**src/rtl/timer_pkg.sv**
```systemverilog
// Shared types and constants for the mm:ss timer datapath.
package timer_pkg;

    localparam int ONES_W = 4;
    localparam int TENS_W = 3;

    typedef logic [ONES_W-1:0] ones_t;
    typedef logic [TENS_W-1:0] tens_t;

    localparam tens_t MAX_TENS = 3'd5;
    localparam ones_t MAX_ONES = 4'd9;

    // Operating mode derived each cycle from the control FSM levels.
    typedef logic [2:0] mode_t;
    localparam mode_t RESET   = 3'd0;
    localparam mode_t COUNT   = 3'd1;
    localparam mode_t SET_SEC = 3'd2;
    localparam mode_t SET_MIN = 3'd3;
    localparam mode_t HOLD    = 3'd4;

    // Priority decode: clear first, then countdown, then the two set modes.
    function automatic mode_t decode_mode(input logic reset_timer, input logic enable_seg,
                                          input logic enable_min, input logic fwd);
        if (reset_timer)                              return RESET;
        if (enable_seg && enable_min && !fwd)         return COUNT;
        if (fwd && enable_seg && !enable_min)         return SET_SEC;
        if (fwd && !enable_seg && enable_min)         return SET_MIN;
        return HOLD;
    endfunction

endpackage

```
**src/rtl/timer_tick_scheduler_if.sv**
```systemverilog
// Control levels from the timer FSM and the BCD time / event outputs.
interface timer_tick_scheduler_if;
    import timer_pkg::*;

    logic  enableSeg;
    logic  enableMin;
    logic  forward;
    logic  resetTimer;
    ones_t secOnes;
    tens_t secTens;
    ones_t minOnes;
    tens_t minTens;
    logic  zero;
    logic  expired;

    // Control side (FSM / bench) drives levels and observes the time.
    modport master (
        output enableSeg, enableMin, forward, resetTimer,
        input  secOnes, secTens, minOnes, minTens, zero, expired
    );

    // Datapath side consumes levels and presents the time.
    modport slave (
        input  enableSeg, enableMin, forward, resetTimer,
        output secOnes, secTens, minOnes, minTens, zero, expired
    );
endinterface

```
**src/rtl/bcd60_counter.sv**
```systemverilog
// Two-digit BCD counter wrapping 00..59 in both directions.
module bcd60_counter
    import timer_pkg::*;
(
    input  logic  clk,
    input  logic  reset,
    input  logic  clear,
    input  logic  inc,
    input  logic  dec,
    output ones_t ones,
    output tens_t tens,
    output logic  isZero,
    output logic  borrow
);

    ones_t ones_reg;
    tens_t tens_reg;

    assign ones   = ones_reg;
    assign tens   = tens_reg;
    assign isZero = (ones_reg == '0) && (tens_reg == '0);
    assign borrow = dec && isZero;

    // Digit update: clear beats inc beats dec; each wraps 59<->00.
    always_ff @(posedge clk or posedge reset) begin
        if (reset) begin
            ones_reg <= '0;
            tens_reg <= '0;
        end else if (clear) begin
            ones_reg <= '0;
            tens_reg <= '0;
        end else if (inc) begin
            if (ones_reg == MAX_ONES) begin
                ones_reg <= '0;
                tens_reg <= (tens_reg == MAX_TENS) ? '0 : tens_reg + 3'd1;
            end else begin
                ones_reg <= ones_reg + 4'd1;
            end
        end else if (dec) begin
            if (ones_reg == '0) begin
                ones_reg <= MAX_ONES;
                tens_reg <= (tens_reg == '0) ? MAX_TENS : tens_reg - 3'd1;
            end else begin
                ones_reg <= ones_reg - 4'd1;
            end
        end
    end

endmodule

```
**src/rtl/timer_tick_scheduler.sv**
```systemverilog
// Mode decode, tick prescaler and end-of-countdown event for the mm:ss timer.
module timer_tick_scheduler
    import timer_pkg::*;
#(
    parameter int unsigned TICK_DIV = 50_000_000,
    parameter int unsigned SET_DIV  = 12_500_000
) (
    input  logic                   clk,
    input  logic                   reset,
    timer_tick_scheduler_if.slave  bus
);

    localparam logic [31:0] TICK_LAST = 32'(TICK_DIV - 1);
    localparam logic [31:0] SET_LAST  = 32'(SET_DIV - 1);

    mode_t       mode_now;
    mode_t       mode_reg;
    logic        mode_change;
    logic        counting;
    logic [31:0] presc_reg;
    logic [31:0] presc_next;
    logic [31:0] presc_eff;
    logic [31:0] div_last;
    logic        term;
    logic        tick_count;
    logic        tick_set;
    logic        expired_reg;
    logic        expired_next;

    logic        sec_zero;
    logic        min_zero;
    logic        sec_borrow;
    logic        sec_dec;
    logic        sec_inc;
    logic        min_inc;
    logic        clear_time;
    // Minutes never borrow: countdown stops at 00:00 before one could occur.
    logic        min_borrow_unused;

    assign mode_now    = decode_mode(bus.resetTimer, bus.enableSeg, bus.enableMin, bus.forward);
    assign mode_change = (mode_now != mode_reg);
    assign counting    = (mode_now == COUNT) || (mode_now == SET_SEC) || (mode_now == SET_MIN);
    assign div_last    = (mode_now == COUNT) ? TICK_LAST : SET_LAST;
    // A mode change discards any partial period, so the count restarts at 0 this cycle.
    assign presc_eff   = mode_change ? '0 : presc_reg;
    assign term        = counting && (presc_eff == div_last);
    assign tick_count  = term && (mode_now == COUNT);
    assign tick_set    = term && (mode_now != COUNT);

    assign clear_time  = (mode_now == RESET);
    assign sec_dec     = tick_count && !bus.zero;
    assign sec_inc     = tick_set && (mode_now == SET_SEC);
    assign min_inc     = tick_set && (mode_now == SET_MIN);

    assign bus.zero    = sec_zero && min_zero;
    assign bus.expired = expired_reg;

    // Prescaler next value: frozen in HOLD, cleared in RESET or on entry to a mode.
    always_comb begin
        presc_next = presc_reg;
        if (clear_time || mode_change) begin
            presc_next = '0;
        end
        if (counting) begin
            presc_next = term ? '0 : presc_eff + 32'd1;
        end
    end

    // The decrement from 00:01 is the one that lands on 00:00.
    always_comb begin
        expired_next = tick_count && min_zero &&
                       (bus.secTens == '0) && (bus.secOnes == 4'd1);
    end

    // Mode memory, prescaler and registered expiry pulse.
    always_ff @(posedge clk or posedge reset) begin
        if (reset) begin
            mode_reg    <= HOLD;
            presc_reg   <= '0;
            expired_reg <= 1'b0;
        end else begin
            mode_reg    <= mode_now;
            presc_reg   <= presc_next;
            expired_reg <= expired_next;
        end
    end

    bcd60_counter u_sec (
        .clk    (clk),
        .reset  (reset),
        .clear  (clear_time),
        .inc    (sec_inc),
        .dec    (sec_dec),
        .ones   (bus.secOnes),
        .tens   (bus.secTens),
        .isZero (sec_zero),
        .borrow (sec_borrow)
    );

    bcd60_counter u_min (
        .clk    (clk),
        .reset  (reset),
        .clear  (clear_time),
        .inc    (min_inc),
        .dec    (sec_borrow),
        .ones   (bus.minOnes),
        .tens   (bus.minTens),
        .isZero (min_zero),
        .borrow (min_borrow_unused)
    );

endmodule

```
**src/flat_wrapper.sv**
```systemverilog
// flat-port wrapper written by rule: the top's interface ports become plain ports
module timer_tick_scheduler_flat import timer_pkg::*;
#(
    parameter int unsigned TICK_DIV = 50_000_000,
    parameter int unsigned SET_DIV  = 12_500_000
)
  (clk, reset, bus_enableSeg, bus_enableMin, bus_forward, bus_resetTimer, bus_secOnes, bus_secTens, bus_minOnes, bus_minTens, bus_zero, bus_expired);
  timer_tick_scheduler_if bus_i ();
  input  logic clk;
  input  logic reset;
  input wire logic [$bits(bus_i.enableSeg)-1:0] bus_enableSeg;
  input wire logic [$bits(bus_i.enableMin)-1:0] bus_enableMin;
  input wire logic [$bits(bus_i.forward)-1:0] bus_forward;
  input wire logic [$bits(bus_i.resetTimer)-1:0] bus_resetTimer;
  output wire logic [$bits(bus_i.secOnes)-1:0] bus_secOnes;
  output wire logic [$bits(bus_i.secTens)-1:0] bus_secTens;
  output wire logic [$bits(bus_i.minOnes)-1:0] bus_minOnes;
  output wire logic [$bits(bus_i.minTens)-1:0] bus_minTens;
  output wire logic [$bits(bus_i.zero)-1:0] bus_zero;
  output wire logic [$bits(bus_i.expired)-1:0] bus_expired;
  assign bus_i.enableSeg = bus_enableSeg;
  assign bus_i.enableMin = bus_enableMin;
  assign bus_i.forward = bus_forward;
  assign bus_i.resetTimer = bus_resetTimer;
  assign bus_secOnes = bus_i.secOnes;
  assign bus_secTens = bus_i.secTens;
  assign bus_minOnes = bus_i.minOnes;
  assign bus_minTens = bus_i.minTens;
  assign bus_zero = bus_i.zero;
  assign bus_expired = bus_i.expired;
  timer_tick_scheduler #(.TICK_DIV(TICK_DIV), .SET_DIV(SET_DIV)) u_core (.clk(clk), .reset(reset), .bus(bus_i));
endmodule
```
**config.mk**
```make
export PLATFORM = sky130hd
export DESIGN_NAME = timer_tick_scheduler_flat
export DESIGN_NICKNAME = d
export VERILOG_FILES = /design/src/rtl/timer_pkg.sv /design/src/rtl/timer_tick_scheduler_if.sv /design/src/rtl/bcd60_counter.sv /design/src/rtl/timer_tick_scheduler.sv /design/src/flat_wrapper.sv
export SDC_FILE = /design/constraint.sdc
export NUM_CORES = 1
export LEC_CHECK = 0
export ABC_AREA = 1
export CORE_MARGIN = 2
export CORE_UTILIZATION = 55
export DETAILED_ROUTE_END_ITERATION = 8
export HOLD_SLACK_MARGIN = 0.05
export PLACE_DENSITY_LB_ADDON = 0.25
export SLEW_MARGIN = 20
export SYNTH_ARGS = -nofsm -noshare
export SYNTH_HDL_FRONTEND = slang
export SYNTH_SLANG_ARGS = --single-unit
export TNS_END_PERCENT = 30
```
**constraint.sdc**
```tcl
create_clock -name clk -period 2.5 [get_ports clk]
set_input_delay 0.5 -clock clk [delete_from_list [all_inputs] [get_ports clk]]
set_output_delay 0.5 -clock clk [all_outputs]
set_load 0.01 [all_outputs]
```
==> metrics.txt, run 1 <==
commonest non-fill, non-tap cell in the layout=nand2_1; area of placed instances=around 5300 um2; Clock Skews=0.0162 ns; commonest non-fill, non-tap cells in the layout=124 x nand2_1, 123 x buf_4, 68 x inv_1; Post-Layout Cell Count=853; CTS tree=yes; unrepaired setup endpoints after global routing=true; Worst slew margin=between 60% and 70%; Post-synth EDFFs=0; PD cells=between 400 and 500 nW/um2; status=finished, violations left; area occupied by multi-input gates=~2800 um2; CTS sink cnt=50; WL met1=just under 6000 um; failing checks=setup timing; DR WL/cell=19.1 um; number of routed nets with antenna violations=0; CP max stage delay=~0.22 ns; CTS Hold Buffers Added=0; Critical Path Source Type=input pin; clock transition at the registers of the reported paths=0.11 ns; Reg area=~1300 um2; DR vias=roughly 5200; synth unique cells=40; required time worst endpoint=~2.7 ns; htree depth=2; Filler Cell Count=462; root buffer cell=clkbuf_8; P&R area growth vs syn=45.2%; global route overflow=0; I/O pin count=22; critical-path maximum fanout=12; min cycle time layout=roughly 2.9 ns; dpl cells=approximately 820; RePlAce Congestion=a little over 1; vias per std cell=around 6; fraction of layout cells with a size suffix above 1=roughly 35%; Mapped Nets=a little over 600; Final period util=115%; Die Wd=90.2 um; worst endpoint data arrival time=between 3 and 4 ns; Least-Margin Pin Slew=0.532 ns; CP Cell Sequence=clkdlybuf4s15_2 -> inv_4 -> buf_8 -> nand4_1 -> nand2_1 -> buf_4 -> nor2_1 -> nor2_1 -> nand4_1 -> nor2_1 -> nand2_1 -> nor2_4 -> nand3_4 -> buf_6 -> nand2_4 -> clkinvlp_4 -> nand2_1 -> o21ai_0; Top FF cell, synth=dfrtp_1; first-pass GRT wire length=about 25000 um; setup violation total in the final timing report=44; initial drt markers=617; number of I/O port buffers=21; top sig layer=met4; initial antenna violation count=0; crit path kind=in2reg; Mapped Area=~4100 um2; Max IR drop VDD=0.477 mV; total wire length=~16000 um; GRT Total Usage=a little under two fifths; # nets final=about 770; critical path capture point type=register; final hold vios=0; register bit total from synthesis=50; first drt pass iteration count=8; total power=2650 uW; clk buf depth=2; met2 WL post-DR=7540 um; count of warnings emitted by yosys=0; post-synthesis cell count=~600; pin count of the biggest net entering global routing=31; Initial Util=a little under three fifths; DP HPWL=9990 um; Clk Latency, worst-skew pair=~0.33 ns; cts bufs inserted=5; Std-Cell Rows=31; vias in the first global route=~5000; FMAX=0.347 GHz; Worst Hold Class=reg2reg; Leak Pwr=0.00269 uW; asr flop ratio synth=between 90% and 100%; post-synthesis sequential area ratio=between 30 and 40%; Slew Limit Fails=0; Die Ht=~90 um; die area=between 8000 and 9000 um2; max reg flops=32; Design Area, Final=5930 um2; slowest CP cell=clkinvlp_4; Syn Area/Cell=between 6 and 7 um2; setup ws final=-0.379 ns; MaxCap Viol Count=0; metal3 WL=between 1500 and 2000 um; DRC=0; Min Hold Slack=a little over 0.5 ns; # diodes=0; CORE AREA=~7200 um2
## cells in the mapped netlist (all sizes together), types with 8 or more instances
library cell | n | area share, %
nand3 | 66 | 9.3
nor3 | 24 | 3.6
xor2 | 14 | 3.0
nand4 | 28 | 5.0
nor2 | 83 | 9.6
nand3b | 8 | 1.5
buf | 9 | 1.8
o22ai | 17 | 2.6
o21ai | 35 | 4.4
nand2 | 157 | 16
dfrtp | 49 | 30
inv | 81 | 7.5
## area by class of cell
class                           count  area share, %
Clock buffer                        6           1.39
Timing Repair Buffer              160           23.1
Inverter                           81           5.70
Multi-Input combinational cell    455           46.4
Clock inverter                      2          0.211
Sequential cell                    50           21.1
Tap cell                           99           2.09
## timing repair
item                                    CTS  global route
cloned                                    1             0
endpoints found under the setup margin   47            47
pin swaps                                29            34
hold endpoints to repair                  0             0
gates resized for setup                  73            40
buffers inserted                         22             5
## path summary, 6_finish.rpt
check                                     start                   end  slack [ns]  cells after the start
hold reg to reg            u_core.presc_reg[28]  u_core.presc_reg[28]        0.51                      2
setup / recovery                 bus_resetTimer   u_core.presc_reg[1]       -0.38                     18
min in group asynchronous                 reset    u_core.mode_reg[1]        0.54                      2
max in group asynchronous                 reset  u_core.u_sec.ones[0]        1.39                      3
setup reg to reg             u_core.mode_reg[0]  u_core.u_sec.tens[1]       -0.34                     18
hold / removal             u_core.presc_reg[28]  u_core.presc_reg[28]        0.51                      2
## cells by family after synthesis
logic type	count (synthesis)	synth area share [%]
AO/OA/AOI/OAI	59	8.27
buffers and inverters	94	9.71
AND/OR/NAND/NOR	369	45.3
adder cells (fa/ha/maj)	6	1.84
flip-flops	50	30.6
XOR/XNOR	20	4.29
## report_power, final
| part | total (uW) | leakage (uW) | switching (uW) | internal, uW |
|---|---|---|---|---|
| Combinational | 1150 | 0.00197 | 649 | 501 |
| Clock | 537 | 0.0000472 | 314 | 224 |
| Sequential | 963 | 0.000679 | 84.3 | 878 |
| Total | 2650 | 0.00269 | 1050 | 1600 |
## per-layer routing
layer,GRT usage (%),up-vias
met1,44.3,2389
met3,7.80,121
li1,-,2271
met2,63.3,395
met5,0,-
met4,22.1,0
## metrics by stage
stage	setup TNS [ns]	setup slack, ns	util (%)
3_3_place_gp	-38.78	-0.989	73.7
2_1_floorplan	-4.30	-0.231	-
6_report	-10.09	-0.379	82.2
3_5_place_dp	-44.52	-1.17	73.7
5_1_grt	-14.08	-0.474	82.2
4_1_cts	-1.96	-0.123	79.9
## critical path: cells and delay by family
family,cells,cell delay [ns]
AO/OA/AOI/OAI,1,0.15
buffers and inverters,6,0.99
AND/OR/NAND/NOR,11,1.42
No activity file was read; power rests on OpenSTA's default activity.
==> run 2, diff against run 1 <==
--- a/config.mk
+++ b/config.mk
@@ -11,6 +11,7 @@
 export DETAILED_ROUTE_END_ITERATION = 8
 export HOLD_SLACK_MARGIN = 0.05
 export PLACE_DENSITY_LB_ADDON = 0.25
+export SETUP_SLACK_MARGIN = 0.2
 export SLEW_MARGIN = 20
 export SYNTH_ARGS = -nofsm -noshare
 export SYNTH_HDL_FRONTEND = slang
==> run 2 against run 1 <==
  * The run still ends with setup timing left
  * Combinational power rose by 11%
  * Sequential power hardly changed
  * Critical path type unchanged
  * Core utilization rose by 4.2 points
  * Largest power group unchanged
  * First-iteration DRC count rose by 43%
  * Critical endpoint is now u_core.u_min.ones[2]
  * Sequential cell count did not move
  * Clock skew is 0.0086 ns higher
==> metrics.txt, run 2 (synthesis gave the netlist of run 1 again) <==
internal power=1750 uW (+9.0%); met1 usage=46.3% (+2.0 points); global route overflow=0 (unchanged); Post-Layout Cell Count=859 (+0.70%); total power=2880 uW (+8.5%); critical-path maximum fanout=5 (-7); Clk pwr share=21.8% (+1.5 points); P&R area growth vs syn=52.6%; pin count of the biggest net entering global routing=31 (unchanged); clk buf depth=2 (unchanged); # diodes=0 (unchanged); vias in the first global route=5378 (+7.7%); number of I/O port buffers=21 (unchanged); max reg flops=32 (unchanged); htree depth=2 (unchanged); initial antenna violation count=0 (unchanged); first drt pass iteration count=8 (unchanged); # nets final=771 (+0.78%); sw frac=39.2% (-0.30 points); Slew Limit Fails=0 (unchanged); Die Wd=90.2 um (unchanged); number of routed nets with antenna violations=0 (unchanged); initial drt markers=883 (+43%); Leak Pwr=0.00282 uW (+4.8%); Die Ht=90.2 um (unchanged); total wire length=19100 um (+17%); DRC=0 (unchanged); Top Usage Layer GRT=met2; PD cells=461 nW/um2 (+3.2%); CTS sink cnt=50 (unchanged); setup ws final=-0.503 ns (-0.124 ns); GRT Total Usage=41.5% (+3.9 points); crit path kind=in2reg; Fin Setup TNS=-14.08 ns (-3.99 ns); CTS tree=yes; Clock Skews=0.0248 ns (+0.00863 ns); final hold vios=0 (unchanged); failing checks=setup timing; Worst Hold Class=in2async; required time worst endpoint=2.77 ns (+0.09 ns); critical path capture point type=register; Least-Margin Pin Slew=0.517 ns (-0.0146 ns); die area=8140 um2 (unchanged); Critical Path Source Type=input pin; RePlAce Congestion=0.972 (-3.7%); commonest non-fill, non-tap cell in the layout=buf_4; Switch Pwr=1130 uW (+7.7%); clock transition at the registers of the reported paths=0.12 ns (about the same); FMAX=0.333 GHz (-4.1%); min cycle time layout=3.00 ns (+0.124 ns); vias per std cell=6.61 (+8.9%); status=finished, violations left; Final period util=120% (+4.9 points); M2 GR Usage=69.6% (+6.3 points); DR WL/cell=22.2 um (+16%); Worst slew margin=65.5% (+0.97 points); cts bufs inserted=5 (unchanged); MaxCap Viol Count=0 (unchanged); setup violation total in the final timing report=45 (+2.3%); CORE AREA=7210 um2 (unchanged); unrepaired setup endpoints after global routing=true; fraction of layout cells with a size suffix above 1=37.2% (+1.8 points); Gate power share=44.6% (+1.2 points); Clk Latency, worst-skew pair=0.33 ns (about the same); final core occ=86.5% (+4.2 points); dpl cells=816 (-0.24%); DP HPWL=10100 um (+0.58%); grt met3 use=9.22% (+1.4 points); root buffer cell=clkbuf_8; I/O pin count=22 (unchanged); Sequential Power Share=33.5% (-2.8 points); commonest non-fill, non-tap cells in the layout=122 x buf_4, 121 x nand2_1, 69 x inv_1; first-pass GRT wire length=26800 um (+8.6%); worst endpoint data arrival time=3.27 ns (+0.21 ns); Initial Util=56.6% (unchanged); Max IR drop VDD=0.561 mV (+17%); pre-CTS setup slack=-1.08 ns (+0.0916 ns); Std-Cell Rows=31 (unchanged); DR vias=5676 (+9.7%)
## run 2: cell types whose count changed in the layout (fill, tap and decap cells not counted), moves of 3 or more
cell and change:
nand2_1 -3, nand2_8 +3, nand3_2 -4, nand3_4 +6, nor2_1 -3, o21ai_1 -5, o21ai_2 +3
## run 2: what timing repair did
action,in CTS,in global routing
endpoints found under the setup margin,47,46
hold buffers,0,0
pin swaps,45,28
cloned,4,1
resized for setup,101,37
buffers inserted,22,8
## run 2: power by group through the flow
stage | Sequential [uW] | Combinational [uW] | Clock (uW)
after floorplan | 993 | 552 | 0
after global placement | 963 | 950 | 0
after detailed placement | 967 | 980 | 0
after CTS | 954 | 1130 | 607
after global routing | 973 | 1350 | 644
final | 964 | 1280 | 628
## run 2: final cells by class
type | count | area (um2)
multi-input cells | 455 | 2880
repair buffers | 166 | 1530
flip-flops and latches | 50 | 1250
fillers | 386 | 977
inverters | 81 | 340
well taps | 99 | 124
clock buffers | 6 | 72.6
clock inverters | 2 | 37.5
## run 2: worst max-delay path, stage by stage
cell and delay (ns):
buf_8 0.08, buf_6 0.12, inv_12 0.03, nand3_4 0.09
nand2_4 0.07, buf_6 0.12, nor2_4 0.10, nand2_2 0.09
nand2_4 0.14, buf_12 0.12, clkbuf_16 0.15, nand4_1 0.19
nand2_1 0.21, nand2_2 0.09, nor2_4 0.14, nand3_4 0.17
nor2_4 0.18, nand2_1 0.11, o21ai_0 0.24, nand3_1 0.16
nand2_1 0.16
## run 2: through the flow
step	area (um2)	hold WS, ns
floorplan	4180	0.450
global placement	5310	0.473
detailed placement	5310	0.482
CTS	6010	0.505
global route	6240	0.578
finish	6240	0.513
## run 2: per-layer routing
metal | routed length (um) | vias to the layer above
li1 | - | 2285
met1 | 6260 | 2560
met2 | 8320 | 572
met3 | 2420 | 259
met4 | 2100 | 0
met5 | 0 | -
## run 2: path summary, 6_finish.rpt
| path | cells past startpoint | slack (ns) | endpoint | start |
|---|---|---|---|---|
| max reg2reg | 16 | -0.32 | u_core.u_min.ones[2] | u_core.mode_reg[1] |
| max in group asynchronous | 3 | 1.41 | u_core.presc_reg[30] | reset |
| min reg2reg | 2 | 0.54 | u_core.u_sec.tens[2] | u_core.u_sec.tens[2] |
| max | 21 | -0.50 | u_core.u_min.ones[2] | bus_enableSeg |
| min | 2 | 0.51 | u_core.mode_reg[1] | reset |
| min in group clk | 2 | 0.54 | u_core.u_sec.tens[2] | u_core.u_sec.tens[2] |
